File: src/rtl/micro_sequencer.sv
// Microprogram sequencer: five-phase cycle (T1/T3/T5), micro-PC and MIR load strobe; MICRO_BREAK_EN adds a UPC breakpoint freeze.
// Latency: UPC and the sequence latch update at the P4 edge (one branch delay slot); WAIT in P2 stretches T3, and a break holds P0 until UCONT.
module micro_sequencer #(
  parameter int UPCW = 12,
  parameter int STKD = 4,
  parameter int CNTW = 8
) (
  input  logic            clk,
  input  logic            MCL_n,
  input  logic [18:0]     ROM18_0,
  input  logic [15:0]     COND,
  input  logic [5:0]      IRDISP,
  input  logic            WAIT,
`ifdef MICRO_BREAK_EN
  input  logic [UPCW-1:0] BRKADR,
  input  logic            BRKENA,
  input  logic            UCONT,
  output logic            UBRK,
`endif
  output logic [UPCW-1:0] UPC,
  output logic            MIRKL,
  output logic            T1,
  output logic            T3,
  output logic            T5,
  output logic            ACTLOOP,
  output logic            STKERR
);

  localparam int SPW  = $clog2(STKD + 1);
  localparam int IDXW = $clog2(STKD);

  typedef enum logic [2:0] {P0, P1, P2, P3, P4} phase_e;
  typedef enum logic [2:0] {
    SQ_CONT, SQ_JMP, SQ_CJMP, SQ_CALL, SQ_RET, SQ_DISP, SQ_LDCNT, SQ_LOOP
  } sq_e;

  phase_e          phase_q, phase_d;
  logic [UPCW-1:0] upc_q, upc_d;
  sq_e             sq_q, sq_d;
  logic [3:0]      csel_q, csel_d;
  logic [11:0]     adr_q, adr_d;
  logic [UPCW-1:0] stk_q [STKD];
  logic [UPCW-1:0] stk_d [STKD];
  logic [SPW-1:0]  sp_q, sp_d;
  logic [CNTW-1:0] cnt_q, cnt_d;
  logic            act_q, act_d;
  logic            err_q, err_d;
`ifdef MICRO_BREAK_EN
  logic            brk_q, brk_d;
`endif

  logic [UPCW-1:0] upc_inc;
  logic [UPCW-1:0] adr_u;
  logic [IDXW-1:0] top_idx;
  logic [15:0]     cond_eff;
  logic            cond0_unused;

  assign upc_inc      = upc_q + UPCW'(1);
  assign adr_u        = UPCW'(adr_q);
  assign top_idx      = sp_q[IDXW-1:0] - IDXW'(1);
  // COND[0] is the "always" condition so CSEL=0 turns CJMP into JMP.
  assign cond_eff     = {COND[15:1], 1'b1};
  assign cond0_unused = COND[0];

  always_comb begin
    phase_d = phase_q;
    upc_d   = upc_q;
    sq_d    = sq_q;
    csel_d  = csel_q;
    adr_d   = adr_q;
    stk_d   = stk_q;
    sp_d    = sp_q;
    cnt_d   = cnt_q;
    act_d   = act_q;
    err_d   = err_q;
`ifdef MICRO_BREAK_EN
    brk_d   = brk_q;
    if (brk_q && UCONT) brk_d = 1'b0;
`endif

    unique case (phase_q)
`ifdef MICRO_BREAK_EN
      P0:      phase_d = (brk_q && !UCONT) ? P0 : P1;
`else
      P0:      phase_d = P1;
`endif
      P1:      phase_d = P2;
      P2:      phase_d = WAIT ? P2 : P3;
      P3:      phase_d = P4;
      P4:      phase_d = P0;
      default: phase_d = P0;
    endcase

    if (phase_q == P4) begin
      upc_d = upc_inc;
      act_d = 1'b0;
      case (sq_q)
        SQ_CONT: upc_d = upc_inc;
        SQ_JMP:  upc_d = adr_u;
        SQ_CJMP: if (cond_eff[csel_q]) upc_d = adr_u;
        SQ_CALL: begin
          upc_d = adr_u;
          if (sp_q == SPW'(STKD)) begin
            // Full stack: slide everything down, losing the oldest return address.
            for (int i = 0; i < STKD - 1; i++) stk_d[i] = stk_q[i+1];
            stk_d[STKD-1] = upc_inc;
            err_d         = 1'b1;
          end else begin
            stk_d[sp_q[IDXW-1:0]] = upc_inc;
            sp_d                  = sp_q + SPW'(1);
          end
        end
        SQ_RET: begin
          if (sp_q == '0) begin
            upc_d = '0;
            err_d = 1'b1;
          end else begin
            upc_d = stk_q[top_idx];
            sp_d  = sp_q - SPW'(1);
          end
        end
        SQ_DISP:  upc_d = UPCW'({adr_q[11:6], IRDISP});
        SQ_LDCNT: cnt_d = adr_q[CNTW-1:0];
        SQ_LOOP: begin
          if (cnt_q != '0) begin
            cnt_d = cnt_q - CNTW'(1);
            upc_d = adr_u;
            act_d = 1'b1;
          end
        end
      endcase

      sq_d   = sq_e'(ROM18_0[18:16]);
      csel_d = ROM18_0[15:12];
      adr_d  = ROM18_0[11:0];
`ifdef MICRO_BREAK_EN
      if (BRKENA && (upc_d == BRKADR)) brk_d = 1'b1;
`endif
    end
  end

  always_ff @(posedge clk) begin
    if (!MCL_n) begin
      phase_q <= P0;
      upc_q   <= '0;
      sq_q    <= SQ_CONT;
      csel_q  <= '0;
      adr_q   <= '0;
      for (int i = 0; i < STKD; i++) stk_q[i] <= '0;
      sp_q    <= '0;
      cnt_q   <= '0;
      act_q   <= 1'b0;
      err_q   <= 1'b0;
`ifdef MICRO_BREAK_EN
      brk_q   <= 1'b0;
`endif
    end else begin
      phase_q <= phase_d;
      upc_q   <= upc_d;
      sq_q    <= sq_d;
      csel_q  <= csel_d;
      adr_q   <= adr_d;
      stk_q   <= stk_d;
      sp_q    <= sp_d;
      cnt_q   <= cnt_d;
      act_q   <= act_d;
      err_q   <= err_d;
`ifdef MICRO_BREAK_EN
      brk_q   <= brk_d;
`endif
    end
  end

  assign T1      = (phase_q == P0);
  assign T3      = (phase_q == P2);
  assign T5      = (phase_q == P4);
  assign MIRKL   = (phase_q == P4);
  assign UPC     = upc_q;
  assign ACTLOOP = act_q;
  assign STKERR  = err_q;
`ifdef MICRO_BREAK_EN
  assign UBRK    = brk_q;
`endif

endmodule

File: config.mk
export PLATFORM = sky130hd
export DESIGN_NAME = micro_sequencer
export DESIGN_NICKNAME = d
export VERILOG_FILES = /design/src/rtl/micro_sequencer.sv
export SDC_FILE = /design/constraint.sdc
export NUM_CORES = 1
export LEC_CHECK = 0
export ABC_AREA = 1
export CORE_ASPECT_RATIO = 1.2
export CORE_MARGIN = 4
export CORE_UTILIZATION = 45
export CTS_CLUSTER_DIAMETER = 100
export CTS_CLUSTER_SIZE = 40
export DETAILED_ROUTE_END_ITERATION = 10
export PLACE_DENSITY_LB_ADDON = 0.2
export SLEW_MARGIN = 25
export SYNTH_ARGS = -nofsm -noshare
export SYNTH_HDL_FRONTEND = slang
export SYNTH_SLANG_ARGS = --single-unit
File: constraint.sdc
create_clock -name clk -period 2.5 [get_ports clk]
set_input_delay 0.75 -clock clk [delete_from_list [all_inputs] [get_ports clk]]
set_output_delay 0.75 -clock clk [all_outputs]
set_load 0.05 [all_outputs]
**After elaboration in Yosys (flattened, before gate mapping)**

Cells that the tools add are included.

- Add/subtract/negate cells: 5
- Order comparisons: 4
- Equality and inequality tests: 17
- Mux-type cells: 25
- Bitwise gates (word level): 2
- Reduce and logical (&&, ||, !) cells: 11

Operator list:

| operator | number |
|---|---|
| 12-bit two-way mux | 6 |
| 12-bit one-hot mux with 5 select lines | 1 |
| 48-bit bitwise mux | 1 |
| 48-bit two-way mux | 1 |
| 12-bit binary-select mux with 2-bit select | 1 |
| 12-bit demux with 2-bit select | 1 |
| 3-bit equality test, second input constant | 6 |
| 8-bit one-hot mux with 2 select lines | 1 |
| 12-bit by 1-bit adder with 12-bit output, second input constant | 1 |
| 3-bit by 2-bit equality test with 1-bit output, second input constant | 4 |
| 3-bit one-hot mux with 4 select lines | 1 |
| 2-bit != test, second input constant | 5 |
| 8-bit two-way mux | 1 |
| 4-bit AND reduction | 2 |
| 8-bit nonzero test | 1 |
| 8-bit by 1-bit subtractor with 8-bit output, second input constant | 1 |
| 3-bit by 1-bit equality test with 1-bit output, second input constant | 2 |
| 3-bit greater-or-equal comparator, second input constant | 2 |
| 3-bit logical NOT | 2 |
| 1-bit two-way mux | 6 |
| 3-bit two-way mux | 2 |
| 2-bit NOT with 3-bit output | 2 |
| 3-bit one-hot mux with 2 select lines | 1 |
| 4-bit by 5-bit less-than comparator with 1-bit output, second input constant | 1 |
| other kinds (11) | 12 |

- Bits in registers: 95
- Bits of input ports: 44
- Output and inout bits: 18
- Word-level logic and storage cells: 77

**Logic depth before layout (Yosys ltp)**

- Depth in word-level cells: 7
- Depth in mapped cells: 15
- Mapped depth without buffers: 13

**Worst setup path before layout**

Ideal clock, no wire load.

- Kind: flip-flop to output port
- Start point: register phase_q[1]
- End point: output T5
- Arrival: 1440 ps
- Slack: 310 ps
- Cell stages (with the launch flop): 6
- Buffers on the path: 2
- Cells stage by stage: dfxtp_1 > nor2_1 > nand2_1 > inv_1 > buf_2 > buf_4

- Cells in the longest elaborated chain, start to end: 1

RTL lines:

| element | line | text |
|---|---|---|
| start: declaration | 37 | `phase_e phase_q, phase_d;` |
| start signal: assignment | 158 | `phase_q <= phase_d;` |
| 3-bit equality test | - |  |
| end: declaration | 24 | `output logic T5,` |

Every way passes these cells.

**Final worst setup path**

- Start point: register upc_q[5] (netlist: UPC[5])
- End point: output UPC[5]

RTL lines:

| element | line | text |
|---|---|---|
| start: declaration | 38 | `logic [UPCW-1:0] upc_q, upc_d;` |
| start signal: assignment | 159 | `upc_q <= upc_d;` |
| end: declaration | 20 | `output logic [UPCW-1:0] UPC,` |

No word-level cell between the ends.

==> flow_summary.yaml <==
worst_setup_path:
  worstPathArrival_ns: 1.69
  start_kind: "flip-flop"
  critPathMaxStageDelay_ns: 0.87
  critPathBufInv: 1
  worstRegToRegCells: 11
  path_cells: "clkdlybuf4s50_1"
  slowest_stage: "clkdlybuf4s50_1"
  cpLargestDelayFamily: "buffers and inverters"
  required_ns: 1.75
  cp_max_fo: 7
  end_kind: "output port"
  critical_path_cell_count: 1
  crit_type: "reg2out"
timing:
  slew_headroom_pct: 51.2
  finalHoldViolations: 0
  drv_slew: 0
  whs_ns: 0.461
  fmax_mhz: 411
  skew_ns: 0.00715
  finalSetupTns_ns: 0
  period_share_pct: 97.4
  worst_pin_slew_ns: 0.732
  period_needed_ns: 2.44
  rsz0062_at_grt: "no"
  setup_violations: 0
drt:
  drt_wl_total_um: 16400
  viasPerCell: 5.53
  post_drt_wl_per_cell_um: 16.0
  drtIter0Drc: 398
  antenna_left: 0
  firstDrtPassIters: 5
  vias: 5682
  drt_drc_violations_left: 0
logic_synthesis:
  synth.most_common_cell: "nand2_1"
  async_flop_share_pct: 0
  synthTopCellsByCount: "nand2_1 (163), a21oi_1 (108), o21ai_0 (101)"
  yosysTopAreaCell: "dfxtp_1"
  synthFlopType: "dfxtp_1"
  synth.area.top_cells: "dfxtp_1 (35%), nand2_1 (11%), a21oi_1 (9.9%)"
  synthesis.area_um2: 5440
  synth_edf_count: 0
  syn_inst: 816
  netlist-cell-type-count: 45
  yosys_warnings: 0
  seq_area_frac_synth_pct: 34.9
  synth_top_area_share_pct: 34.9
  synth_seq_cells: 95
  syn_area_per_cell_um2: 6.67
  synth_nets: 868
min_path:
  hp-class: "reg2reg"
  hold_depth: 2
clocking:
  post_cts_buffers: 0
  clock_latency_ns: 0.35
  htreeDepth: 3
  cts_sinks: 95
  cts_buffers: 9
  clockBufferDepth: 2
  cts-root-buf: "clkbuf_16"
  cts-resized-gates: 0
  clkTransAtPathRegs_ns: 0.07
  cts_tree: "done"
  holdBufCountCts: 0
grt:
  overflow: 0
  grt_max_degree: 80
  grt_pass1_wl_um: 26500
  groute.usage.overall_pct: 23.8
  grt_pass1_vias: 5438
  antenna_found_initial: 0
die:
  rows: 43
  die_x_um: 108
  core_um2: 11700
  start_util_pct: 46.6
  die-area_um2: 13900
  ios: 62
  die_h_um: 128
placement:
  placed_cell_area_um2: 6190
  place_inst: 1011
  dpl.hpwl_um: 11300
  placement.io_buffers: 60
  place.gp.congestion: 0.911
layout:
  drive_gt1_share_pct: 8.74
  finalNonFillerCells: 1027
  fillCellCount: 1137
  design_area_um2: 6540
  nets: 917
  area_growth_pct: 20.1
  final_core_util_pct: 56.0
  antenna_cells: 0
power:
  p_leak_nw: 2.70
  powerDensity_nw_per_um2: 521
  vdd.ir_drop.worst_v: 0.000353
run:
  cap_violations: 0
status:
  outcome: "finished clean"
[power breakdown]
group          leakage [nW]  switching (W)  internal (W)
Clock                 0.164       0.000586       0.00101
Combinational          1.77       0.000152      0.000118
Sequential            0.766      0.0000160       0.00153
[registers in the layout, summed over array words and instances (netlist names)]
register,flops
sp_q,3
stk_q,48
csel_q,4
UPC,12
ACTLOOP,1
adr_q,12
STKERR,1
phase_q,3
cnt_q,8
sq_q,3
[worst paths after layout]
| path | endpoint | from | slack [ns] |
|---|---|---|---|
| setup / recovery | UPC[5] | UPC[5] | 0.06 |
| hold / removal | adr_q[9] | adr_q[9] | 0.46 |
| setup reg to reg | UPC[3] | sp_q[1] | 0.40 |
| hold reg to reg | adr_q[9] | adr_q[9] | 0.46 |
[layer usage]
metal  track usage (%)  part of all wire [%]  vias to the layer above
met2              40.8                    48                      197
met5                 0                     0                        -
met4              11.0                   2.5                        0
met3              3.21                   5.8                       38
met1              29.4                    43                     2612
li1                  -                     -                     2835
[metrics by stage]
stage               setup WS (ns)  total power (W)
floorplan                   0.310          0.00172
global placement            0.138          0.00184
detailed placement          0.143          0.00185
CTS                        0.0362          0.00343
global route               0.0238          0.00352
finish                     0.0640          0.00341
[logic make-up after synthesis]
| family | count (synthesis) | synth area share (%) |
|---|---|---|
| DFF | 95 | 34.9 |
| adders and majority gates | 8 | 1.98 |
| AOI/OAI and AO/OA | 271 | 26.6 |
| and+or+nand+nor | 307 | 25.0 |
| xor gates and xnor gates | 9 | 1.59 |
| buffers and inverters | 126 | 9.91 |
[cell usage in the layout (no fill, tap or decap), types with 2 or more instances in the layout]
cell / Yosys / final
inv_2: 9 / 9
nand2_4: 2 / 2
nand3_2: 5 / 5
a221oi_1: 5 / 5
nand4_1: 3 / 3
nor2_1: 66 / 66
nand2_1: 163 / 162
a211oi_1: 3 / 3
o21ai_0: 101 / 101
inv_1: 69 / 69
nor3_4: 2 / 2
nor2_2: 5 / 5
buf_4: 10 / 22
nor2_4: 2 / 2
clkinv_1: 3 / 3
ha_1: 7 / 7
clkbuf_1: 22 / 3
xnor2_1: 2 / 2
nand3b_1: 2 / 2
clkdlybuf4s50_1: 0 / 55
dfxtp_1: 95 / 95
nand3_1: 49 / 49
xor2_1: 6 / 6
nand2_2: 3 / 4
dlymetal6s2s_1: 0 / 2
a31oi_1: 4 / 4
a21oi_1: 108 / 108
buf_12: 0 / 2
a22oi_1: 4 / 4
o211ai_1: 2 / 2
clkbuf_16: 0 / 9
o22ai_1: 9 / 9
bufinv_16: 0 / 3
o21ai_1: 28 / 28
o21ai_2: 3 / 3
[area by class of cell]
| class | instances | area (um^2) | share of cell area [%] |
|---|---|---|---|
| flip-flops and latches | 95 | 1900 | 29.1 |
| repair buffers | 82 | 786 | 12.0 |
| clock buffers | 13 | 250 | 3.83 |
| inverters | 82 | 310 | 4.75 |
| well taps | 157 | 196 | 3.00 |
| clock inverters | 3 | 90.1 | 1.38 |
| multi-input cells | 595 | 3000 | 45.9 |
(Power assumes the default switching activity.)
==> patch 1 (config.mk and constraints unchanged) <==
The parameter `UPCW` goes from 12 to 24.
--- a/src/rtl/micro_sequencer.sv
+++ b/src/rtl/micro_sequencer.sv
@@ -3,3 +3,3 @@
 module micro_sequencer #(
-  parameter int UPCW = 12,
+  parameter int UPCW = 24,
   parameter int STKD = 4,
Ports: changed (resized UPC); port bits go from 62 to 74. No check against the original RTL was run, so the function may have changed too.
==> patch 1 against the unedited design <==
  * Sequential power rose by 63%
  * Worst hold slack improved by 0.015 ns
  * Routed wire length rose by 67%
  * Combinational power rose by 32%
  * Die area rose by 52%
  * Sequential cell count rose by 60
  * Power rose by 57%
  * Worst setup slack got worse by 0.023 ns
  * Cell area rose by 56%
  * Synthesized area rose by 57%
  * Largest cell class unchanged
  * Largest power group is now sequential cells
==> patch 1: results (changes against the unedited design) <==
stage	metric	value	unit	change
pwr	Leak	4.298	nW	+59%
critical_path	Critical Path AT	1.71	ns	+0.02 ns
global_route	first-pass GRT wire length	44190	um	+67%
global_route	gr usage total	0.2557		+0.01811
yosys	commonest cells in the synthesized netlist	nand2_1 (338), a21oi_1 (192), o21ai_0 (167)		
placement	gp weighted congestion	0.8762		-3.8%
clock_tree	worst-skew pair later-pin latency	0.43	ns	+0.08 ns
placement	count of input and output buffers	72		+20%
yosys	post-synthesis sequential area ratio	0.3640		+0.01458
yosys	Syn Nets	1373		+58%
placement	DP Wirelength	18440	um	+63%
global_route	largest net degree at the start of global routing	55		-31%
status	status	finished clean		
pwr	Max VDD drop	497.7	uV	+41%
layout	fillcell total	1844		+62%
routing	DR pass1 iterations	6		+1
routing	WL/cell	16.64	um	+4.2%
sta	slew margin rel.	0.5667		+0.05491
critical_path	max incr delay on CP	0.85	ns	-0.02 ns
yosys	asr flop ratio synth	0		unchanged
critical_path	CP Max Fanout	6		-1
global_route	number of global-route vias before repair	8438		+55%
layout	max reg flops	96		+100%
clock_tree	TritonCTS buffer count	17		+8
sta	Clock Skews	0.01480	ns	+0.007646 ns
routing	vias	9155		+61%
routing	Iter 0 DRT Violations	925		+130%
layout	layout cell share with drive strength beyond 1	0.08836		+0.001006
## patch 1: path summary, 6_finish.rpt
check | end | start | cells past startpoint | slack [ns]
worst max-delay path | UPC[14] | UPC[14] | 1 | 0.04
worst min-delay path | STKERR | STKERR | 2 | 0.48
worst max register to register | UPC[14] | UPC[1] | 12 | 0.39
worst min register to register | STKERR | STKERR | 2 | 0.48
## patch 1: logic make-up (layout without fill, tap and decap cells)
kind of cell    after synthesis  in the layout  synth area share
compound gates              398            398            0.2426
xor+xnor                     11             11           0.01306
fa+ha+maj                     8              8           0.01262
buf+inv                     174            245           0.08264
flops                       155            155            0.3640
simple gates                575            575            0.2850
## patch 1: report_power, final
part	switching (W)	internal (W)	leakage, nW
Combinational	0.000212	0.000143	2.78
Clock	0.00114	0.00135	0.268
Sequential	0.0000256	0.00249	1.25
Total	0.00138	0.00398	4.30
## patch 1: what timing repair did
item / CTS / global route
endpoints found under the setup margin: 7 / 9
resized for setup: 6 / 9
cloned: 0 / 0
## patch 1: layout make-up
type                       instances  area, um^2  share of cell area
sequential                       155        3104              0.3040
inverter                          92       349.1             0.03418
clock buffer                      20       456.7             0.04472
tap                              252       315.3             0.03087
clock inverter                    12       102.6             0.01005
timing repair buffer             121        1152              0.1128
multi-input combinational        992        4732              0.4634
## patch 1: metrics by stage
step                cells  utilization  total power (W)  instance area (um^2)  setup WS (ns)
finish               1644       0.5557         0.005359                 10210        0.04076
CTS                  1644       0.5540         0.005388                 10180       0.003795
global route         1644       0.5557         0.005510                 10210        0.01515
global placement     1612       0.5238         0.002923                  9625        0.04235
detailed placement   1612       0.5238         0.002925                  9625        0.04091
floorplan            1321            -         0.002765                  8526         0.1033
## patch 1: metal layers
layer,global-route usage,part of all wire
met5,0,0
met4,0.09775,0.025
met3,0.04684,0.074
met1,0.3399,0.43
met2,0.4134,0.47
==> patch 2 (same flow settings) <==
Made on the original files. Encoding of `phase_e`: now Gray code (3 bits for 5 values).
--- a/src/rtl/micro_sequencer.sv
+++ b/src/rtl/micro_sequencer.sv
@@ -31,3 +31,3 @@
 
-  typedef enum logic [2:0] {P0, P1, P2, P3, P4} phase_e;
+  typedef enum logic [2:0] {P0 = 3'b000, P1 = 3'b001, P2 = 3'b011, P3 = 3'b010, P4 = 3'b110} phase_e;
   typedef enum logic [2:0] {
Formal check against the unedited RTL: no difference found for any inputs over 10 cycles, from zero or initial values; not proved beyond that.
==> patch 2 against the unedited design <==
  * Cell area up 1.4%
  * Power fell by 4.8%
  * Highest routed layer unchanged
  * Global-route usage grew 0.60 points
  * Critical path depth unchanged
  * Routed wire length grew 1.5%
  * Synthesized cell count increased by 0.37%
  * Synthesized area grew 1.2%
  * Sequential cell count is the same
  * Combinational power shrank 16%
  * Worst setup slack lost 0.0055 ns
  * Cell count rose by 1.3%
  * Worst hold slack improved by 0.0066 ns
  * Count of clock-buffer cells in the layout fell by 2
==> patch 2: results (changes against the unedited design) <==
stage	metric	value	unit	change
critical_path	CP max-delay cell	clkdlybuf4s50_1		
sta	Worst-Margin Slew	0.7193	ns	-0.01306 ns
global_route	gr usage total	0.2437		+0.006035
pwr	Leak	2.696	nW	-0.14%
status	status	finished clean		
yosys	Syn Nets	871		+0.35%
layout	NumNets Final	926		+0.98%
global_route	GRT met1 Usage	0.3095		+0.01532
sta	Clock Skews	0.008405	ns	+0.001253 ns
routing	WL/cell	16.01	um	+0.27%
placement	gp weighted congestion	0.9496		+4.2%
yosys	count of cell types in the netlist	46		+2.2%
yosys	post-synthesis sequential area ratio	0.3453		-0.004128
yosys	Area contributors post-synth	dfxtp_1 (35%), nand2_1 (12%), a21oi_1 (12%)		
yosys	commonest cells in the synthesized netlist	nand2_1 (177), a21oi_1 (130), dfxtp_1 (95)		
critical_path	CP Max Fanout	7		unchanged
pwr	Max VDD drop	372.1	uV	+5.3%
placement	DP Wirelength	12200	um	+7.5%
global_route	met3 usage	0.03438		+0.002267
global_route	number of global-route vias before repair	5422		-0.29%
routing	Iter 0 DRT Violations	440		+11%
yosys	Synth warnings	0		unchanged
layout	fillcell total	1175		+3.3%
global_route	GR met2 Demand/Resource	0.4230		+0.01450
global_route	largest net degree at the start of global routing	63		-21%
placement	post-place instance area	6307	um^2	+1.8%
worst_hold_path	Worst Hold Class	reg2reg		
layout	layout cell share with drive strength beyond 1	0.1115		+0.02413
global_route	first-pass GRT wire length	27260	um	+3.0%
-- patch 2: cell types whose count changed after synthesis, sizes merged, moves of 4 or more --
cell | before | now
a221oi | 6 | 12
nor2 | 73 | 43
o21ai | 132 | 111
inv | 79 | 96
a31oi | 4 | 0
a21oi | 109 | 130
a21boi | 0 | 5
nand3 | 55 | 59
nand2 | 168 | 180
-- patch 2: power breakdown --
part | internal [W] | total (W) | switching (W)
combinational | 0.000102 | 0.000226 | 0.000123
sequential | 0.00152 | 0.00154 | 0.0000124
clock | 0.000880 | 0.00148 | 0.000601
-- patch 2: area by class of cell --
type	instances	area, um^2	share of cell area
clock inverters	5	82.58	0.01245
repair buffers	86	810.8	0.1222
multi-input cells	586	3043	0.4588
clock buffers	11	232.7	0.03509
inverters	96	360.3	0.05433
well taps	161	201.4	0.03037
flip-flops and latches	95	1902	0.2867
-- patch 2: layer usage --
metal / share of wire / up-vias
met4: 0.020 / 0
met3: 0.048 / 31
met5: 0 / -
li1: - / 2847
met2: 0.50 / 164
met1: 0.43 / 2640
-- patch 2: path summary, 6_finish.rpt --
path,to,cells after the start,startpoint,slack (ns)
max reg2reg,stk_q[16],8,sp_q[1],0.17
min,stk_q[36],2,stk_q[36],0.47
min reg2reg,stk_q[36],2,stk_q[36],0.47
max,UPC[2],1,UPC[2],0.06
-- patch 2: metrics by stage --
step | utilization | setup WS (ns) | instances
after floorplan | - | 0.1217 | 819
after global placement | 0.5231 | 0.1109 | 1024
after detailed placement | 0.5231 | 0.08517 | 1024
after CTS | 0.5493 | 0.01492 | 1040
after global routing | 0.5501 | 0.005152 | 1040
final | 0.5501 | 0.05848 | 1040
-- patch 2: worst reg2reg max path, cell delays in order (launching register included) --
cell	delay, ns
dfxtp_1	0.40
inv_1	0.13
ha_1	0.22
nand2_1	0.19
inv_2	0.19
o21ai_2	0.61
inv_2	0.19
o21ai_0	0.23
a21oi_1	0.06
-- patch 2: cell families (layout without fill, tap and decap cells) --
logic type / Yosys count / in the layout / share of synthesized area
XOR/XNOR: 10 / 10 / 0.02136
AO/OA/AOI/OAI: 274 / 274 / 0.2731
buffers and inverters: 138 / 198 / 0.1036
AND/OR/NAND/NOR: 294 / 294 / 0.2372
flip-flops: 95 / 95 / 0.3453
adder cells (fa/ha/maj): 8 / 8 / 0.01954
-- patch 2: repair_timing --
item / 4_1_cts / 5_1_grt
setup buffers: 0 / 0
resized for setup: 0 / 2
endpoints found under the setup margin: 0 / 2
